## src/rtl/psw_ctx.sv

```systemverilog
// Program status word (CY AC F0 RS1 RS0 OV F1 P) with a LIFO interrupt context stack.
// Optional feature: define PSW_CTX_AUTOBANK_EN to switch the register bank to the new nesting level on push.
module psw_ctx #(
    parameter  int ACC_W     = 8,
    parameter  int CTX_DEPTH = 2,
    localparam int LVL_W     = $clog2(CTX_DEPTH + 1)
) (
    input  logic             clock,
    input  logic             reset,
    input  logic             carry_in,
    input  logic             aux_carry_in,
    input  logic             overflow_in,
    input  logic [ACC_W-1:0] acc_in,
    input  logic [1:0]       flag_set,
    input  logic             write_en,
    input  logic             write_bit_en,
    input  logic [2:0]       bit_addr,
    input  logic             bit_in,
    input  logic [7:0]       data_in,
    input  logic             ctx_push,
    input  logic             ctx_pop,
    output logic [7:0]       psw_data,
    output logic [LVL_W-1:0] ctx_level,
    output logic             ctx_full,
    output logic             ctx_empty,
    output logic             ctx_err
);

    // Stack is sized to the full level index range so ctx_level can address it directly.
    localparam int               STK_N    = 1 << LVL_W;
    localparam logic [LVL_W-1:0] LVL_ONE  = LVL_W'(1'b1);
    localparam logic [LVL_W-1:0] LVL_ZERO = LVL_W'(1'b0);
    localparam logic [LVL_W-1:0] LVL_MAX  = LVL_W'(CTX_DEPTH);

    function automatic logic parity_f(input logic [ACC_W-1:0] value);
        return ^value;
    endfunction

    logic [7:0]       psw_r;
    logic [LVL_W-1:0] ctx_level_r;
    logic             ctx_err_r;
    logic [6:0]       stack_r [STK_N];

    logic             full_s;
    logic             empty_s;
    logic             push_ok_s;
    logic             pop_ok_s;
    logic             err_s;
    logic [7:0]       psw_nxt_s;
    logic             data_in_unused_s;

    assign data_in_unused_s = data_in[0];

    assign full_s    = (ctx_level_r == LVL_MAX);
    assign empty_s   = (ctx_level_r == LVL_ZERO);
    assign push_ok_s = ctx_push & ~ctx_pop & ~full_s;
    assign pop_ok_s  = ctx_pop & ~ctx_push & ~empty_s;
    assign err_s     = (ctx_push & ctx_pop) | (ctx_push & ~ctx_pop & full_s) | (ctx_pop & ~ctx_push & empty_s);

`ifdef PSW_CTX_AUTOBANK_EN
    logic [LVL_W:0]   lvl_inc_s;
    logic [1:0]       bank_s;

    assign lvl_inc_s = {1'b0, ctx_level_r} + {{LVL_W{1'b0}}, 1'b1};
    assign bank_s    = lvl_inc_s[1:0];
`endif

    // Next PSW: pop restore beats byte write, beats bit write, beats ALU flag update.
    always_comb begin
        psw_nxt_s = psw_r;
        if (pop_ok_s) begin
            psw_nxt_s[7:1] = stack_r[ctx_level_r - LVL_ONE];
        end else if (write_en && !write_bit_en) begin
            psw_nxt_s[7:1] = data_in[7:1];
        end else if (write_en && write_bit_en) begin
            if (bit_addr != 3'd0) begin
                psw_nxt_s[bit_addr] = bit_in;
            end else begin
                psw_nxt_s = psw_r;
            end
        end else begin
            case (flag_set)
                2'b01: begin
                    psw_nxt_s[7] = carry_in;
                end
                2'b10: begin
                    psw_nxt_s[7] = carry_in;
                    psw_nxt_s[2] = overflow_in;
                end
                2'b11: begin
                    psw_nxt_s[7] = carry_in;
                    psw_nxt_s[6] = aux_carry_in;
                    psw_nxt_s[2] = overflow_in;
                end
                default: begin
                    psw_nxt_s = psw_r;
                end
            endcase
        end
`ifdef PSW_CTX_AUTOBANK_EN
        // The bank select follows the nesting depth, overriding any software write this cycle.
        if (push_ok_s) begin
            psw_nxt_s[4:3] = bank_s;
        end else begin
            psw_nxt_s[4:3] = psw_nxt_s[4:3];
        end
`endif
        psw_nxt_s[0] = parity_f(acc_in);
    end

    // PSW, nesting level, context stack and error pulse registers.
    always_ff @(posedge clock or posedge reset) begin
        if (reset) begin
            psw_r       <= 8'h00;
            ctx_level_r <= LVL_ZERO;
            ctx_err_r   <= 1'b0;
            for (int i = 0; i < STK_N; i++) begin
                stack_r[i] <= 7'h00;
            end
        end else begin
            psw_r     <= psw_nxt_s;
            ctx_err_r <= err_s;
            if (push_ok_s) begin
                stack_r[ctx_level_r] <= psw_r[7:1];
                ctx_level_r          <= ctx_level_r + LVL_ONE;
            end else if (pop_ok_s) begin
                ctx_level_r <= ctx_level_r - LVL_ONE;
            end else begin
                ctx_level_r <= ctx_level_r;
            end
        end
    end

    assign psw_data  = psw_r;
    assign ctx_level = ctx_level_r;
    assign ctx_full  = full_s;
    assign ctx_empty = empty_s;
    assign ctx_err   = ctx_err_r;

endmodule
```

## config.mk

```make
export PLATFORM = sky130hd
export DESIGN_NAME = psw_ctx
export DESIGN_NICKNAME = d
export VERILOG_FILES = /design/src/rtl/psw_ctx.sv
export SDC_FILE = /design/constraint.sdc
export NUM_CORES = 1
export LEC_CHECK = 0
export BUFFER_PORTS_ARGS = -buffer_cell sky130_fd_sc_hd__buf_2
export CAP_MARGIN = 20
export CORE_ASPECT_RATIO = 1.4
export CORE_UTILIZATION = 55
export CTS_CLUSTER_DIAMETER = 60
export CTS_CLUSTER_SIZE = 8
export DETAILED_ROUTE_END_ITERATION = 6
export HOLD_SLACK_MARGIN = 0.06
export PLACE_DENSITY = 0.81
export SYNTH_ARGS = -nofsm -noshare
export SYNTH_HDL_FRONTEND = slang
export SYNTH_SLANG_ARGS = --single-unit
export TNS_END_PERCENT = 100
```

## constraint.sdc

```tcl
create_clock -name clock -period 6.4 [get_ports clock]
set_clock_uncertainty 0.2 [all_clocks]
set_input_delay 1.92 -clock clock [delete_from_list [all_inputs] [get_ports clock]]
set_output_delay 1.92 -clock clock [all_outputs]
set_load 0.02 [all_outputs]
```

==> flow_summary_export.csv <==
group,metric,value,unit
finish,area.growth.synth_to_final,15.4,%
timing,period_minus_slack,3.77,ns
global_route,grt_pass1_vias,1425,
clock_network,clock_sinks,39,
timing,worst_pin_slew,0.600,ns
clock_network,cts_tree,"done",
global_route,antenna_found_initial,0,
floorplanning,num_rows,25,
route,top_layer,"met4",
clock_network,clk_pin_slew_worst_paths,0.08,ns
clock_network,insertion_delay,0.29,ns
place,dp_slack,2.85,ns
clock_network,numCtsBuffers,5,
floorplanning,die_x,53.3,microns
synthesis,synth_warnings,0,
global_route,grt_pass1_wl,6670,microns
power,p_leak,1.10,nW
route,wl,4340,microns
route,wl_per_cell,17.7,microns
place,dp_cells,237,
finish,drive_above_1_share,40.5,%
route,firstDrtPassIters,5,
floorplanning,ios,44,
route,drtIter0Drc,74,
timing,fmax,265,MHz
critical_path,cp_slowest_cell,"dfrtp_1",
critical_path,crit_type,"flip-flop to output pin",
timing,finalCritPeriodShare,58.9,%
status,outcome,"finished, final reports clean",
critical_path,arrival,1.65,ns
timing,fin_ws,2.63,ns
route,wl_met1,1750,microns
timing,maxSlewHeadroom,60.0,%
synthesis,netlist_area,0.00203,sq mm
power,max-vdd-ir-drop,0.257,mV
route,wl_met3,296,microns
timing,final.setup.tns,0,ns
synthesis,ys_seq_elements,39,
critical_path,end_kind,"output pin",
clock_network,root_buffer,"clkbuf_8",
global_route,grt_use_total,24.3,%
timing,finalSetupViolations,0,
synthesis,avgSynthCellArea,12.0,sq um
finish,layout.area.seq,976,sq um
floorplanning,die_area,0.00394,sq mm
finish,n_antenna_cell,0,
place,io_buffers,42,
floorplanning,core-area,0.00344,sq mm
clock_network,postCtsSetupBuffers,0,
timing,hold_viol_final,0,
critical_path,start_kind,"flip-flop",
clock_network,postCtsHoldBufs,0,
finish,nNetsFinal,240,
power,power_density,443,mW/mm^2
critical_path,cp_max_fo,12,
synthesis,synthFlopType,"dfrtp_1",
route,vias_per_cell,6.08,
critical_path,cp_slowest_stage_delay,0.73,ns
place,gp_congestion,0.827,
finish,multi_input_area,956,sq um
clock_network,cts.repair.resized,0,
synthesis,syn-instance-count,169,
global_route,globalRouteOverflowTotal,0,
synthesis,synth.yosys.seq_area_share,48.1,%
finish,stdcell_count,245,
critical_path,cp_cell_sequence,"inv_1 > ha_1 > buf_2",
place,hpwl,3000,microns
route,ant_nets,0,
timing,drv_slew,0,
timing,hold_slack,0.174,ns
floorplanning,die_h,73.9,microns
timing,rsz0062_at_grt,"no",
finish,fillers,257,
route,drc,0,
run,drv_cap,0,
synthesis,synth_cell_types,37,
synthesis,syn_nets,205,
floorplanning,start_util,58.9,%
clock_network,h-tree-depth,2,
critical_path,cp.required,4.28,ns
min_path,hp-class,"flip-flop to flip-flop",
synthesis,synth-edff-count,0,
power,power.total,1.04,mW
route,dr_total_vias,1490,
global_route,grt_max_degree,40,
route,met2_length,2200,microns
clock_network,clk_path_buf_depth,2,
synthesis,async_flop_share,100,%
==> worst max-delay path, delay by kind of cell, from the launching register on <==
family | cells | cell delay, ns
fa+ha+maj | 1 | 0.27
buf+inv | 2 | 0.36
flops | 1 | 0.73
==> path summary, 6_finish.rpt <==
path	startpoint	end	slack (ns)	cells past startpoint
setup / recovery	ctx_level[0]	ctx_empty	2.63	3
hold / removal	stack_r[7]	stack_r[7]	0.17	0
setup reg to reg	ctx_level[0]	psw_data[2]	3.54	6
hold reg to reg	stack_r[7]	stack_r[7]	0.17	0
max in group asynchronous	reset	stack_r[14]	4.13	3
min in group asynchronous	reset	stack_r[12]	1.53	3
==> cell families after synthesis <==
family	Yosys count	share of synthesized area (%)
DFF	39	48.1
muxes	30	20.5
AOI/OAI and AO/OA	31	10.2
adders and majority gates	5	3.08
xor gates and xnor gates	8	3.45
and+or+nand+nor	35	9.81
buffers and inverters	21	4.75
==> state kept, by name, indices dropped and copies added (netlist names) <==
name       cells
ctx_err        1
ctx_level      2
stack_r       28
psw_data       8
==> per-layer routing <==
metal  GRT usage (%)  up-vias
met4            10.2        0
met1            29.6      721
met5               0        -
li1                -      681
met3            5.38        8
met2            40.6       80
==> placed cells by master, fill, tap and decap left out, drive strengths merged, types with 2 or more instances in the layout <==
cell type | synthesis | routed
clkbuf | 8 | 6
o21ai | 8 | 8
inv | 6 | 6
nor3b | 3 | 3
nand2 | 2 | 2
nor2 | 13 | 13
xnor2 | 7 | 7
ha | 5 | 5
buf | 7 | 43
and3 | 2 | 2
dfrtp | 39 | 39
a222oi | 4 | 4
nor2b | 3 | 3
a21oi | 6 | 6
and2 | 4 | 4
a22oi | 3 | 3
mux2 | 23 | 23
nand3 | 2 | 2
a31oi | 4 | 4
mux4 | 7 | 7
==> power breakdown <==
| part | leakage [nW] | total [mW] | internal, mW | switching, mW |
|---|---|---|---|---|
| combinational | 0.550 | 0.403 | 0.209 | 0.194 |
| clock | 0.0612 | 0.210 | 0.126 | 0.0843 |
| sequential | 0.492 | 0.422 | 0.340 | 0.0824 |
==> through the flow <==
| step | cell area (sq um) | utilization (%) |
|---|---|---|
| final | 2340 | 68.0 |
| after global routing | 2340 | 68.0 |
| after CTS | 2340 | 68.0 |
| after detailed placement | 2220 | 64.6 |
| after global placement | 2220 | 64.6 |
| after floorplan | 2030 | - |
==> Yosys cell counts (2+ instances only) <==
cell type | number | area, sq um
nor3b_1 | 3 | 22.5
mux2_2 | 23 | 259
ha_1 | 5 | 62.6
nor2_1 | 12 | 45.0
mux4_2 | 7 | 158
and2_1 | 4 | 25.0
a22oi_1 | 3 | 22.5
nand2_1 | 2 | 7.51
xnor2_1 | 7 | 61.3
a222oi_1 | 4 | 40.0
a21oi_1 | 6 | 30.0
nor2b_1 | 3 | 18.8
clkbuf_1 | 8 | 30.0
dfrtp_1 | 39 | 976
buf_2 | 5 | 25.0
a31oi_1 | 4 | 25.0
inv_1 | 6 | 22.5
o21ai_0 | 7 | 35.0
and3_1 | 2 | 12.5
nand3_1 | 2 | 10.0
==> layout make-up <==
type / instances / area share (%)
multi-input cells: 109 / 40.9
repair buffers: 43 / 9.30
well taps: 40 / 2.14
flip-flops and latches: 39 / 41.7
clock inverters: 2 / 1.50
inverters: 6 / 0.963
clock buffers: 6 / 3.53
Note: power is estimated with default switching activity, not from simulation.
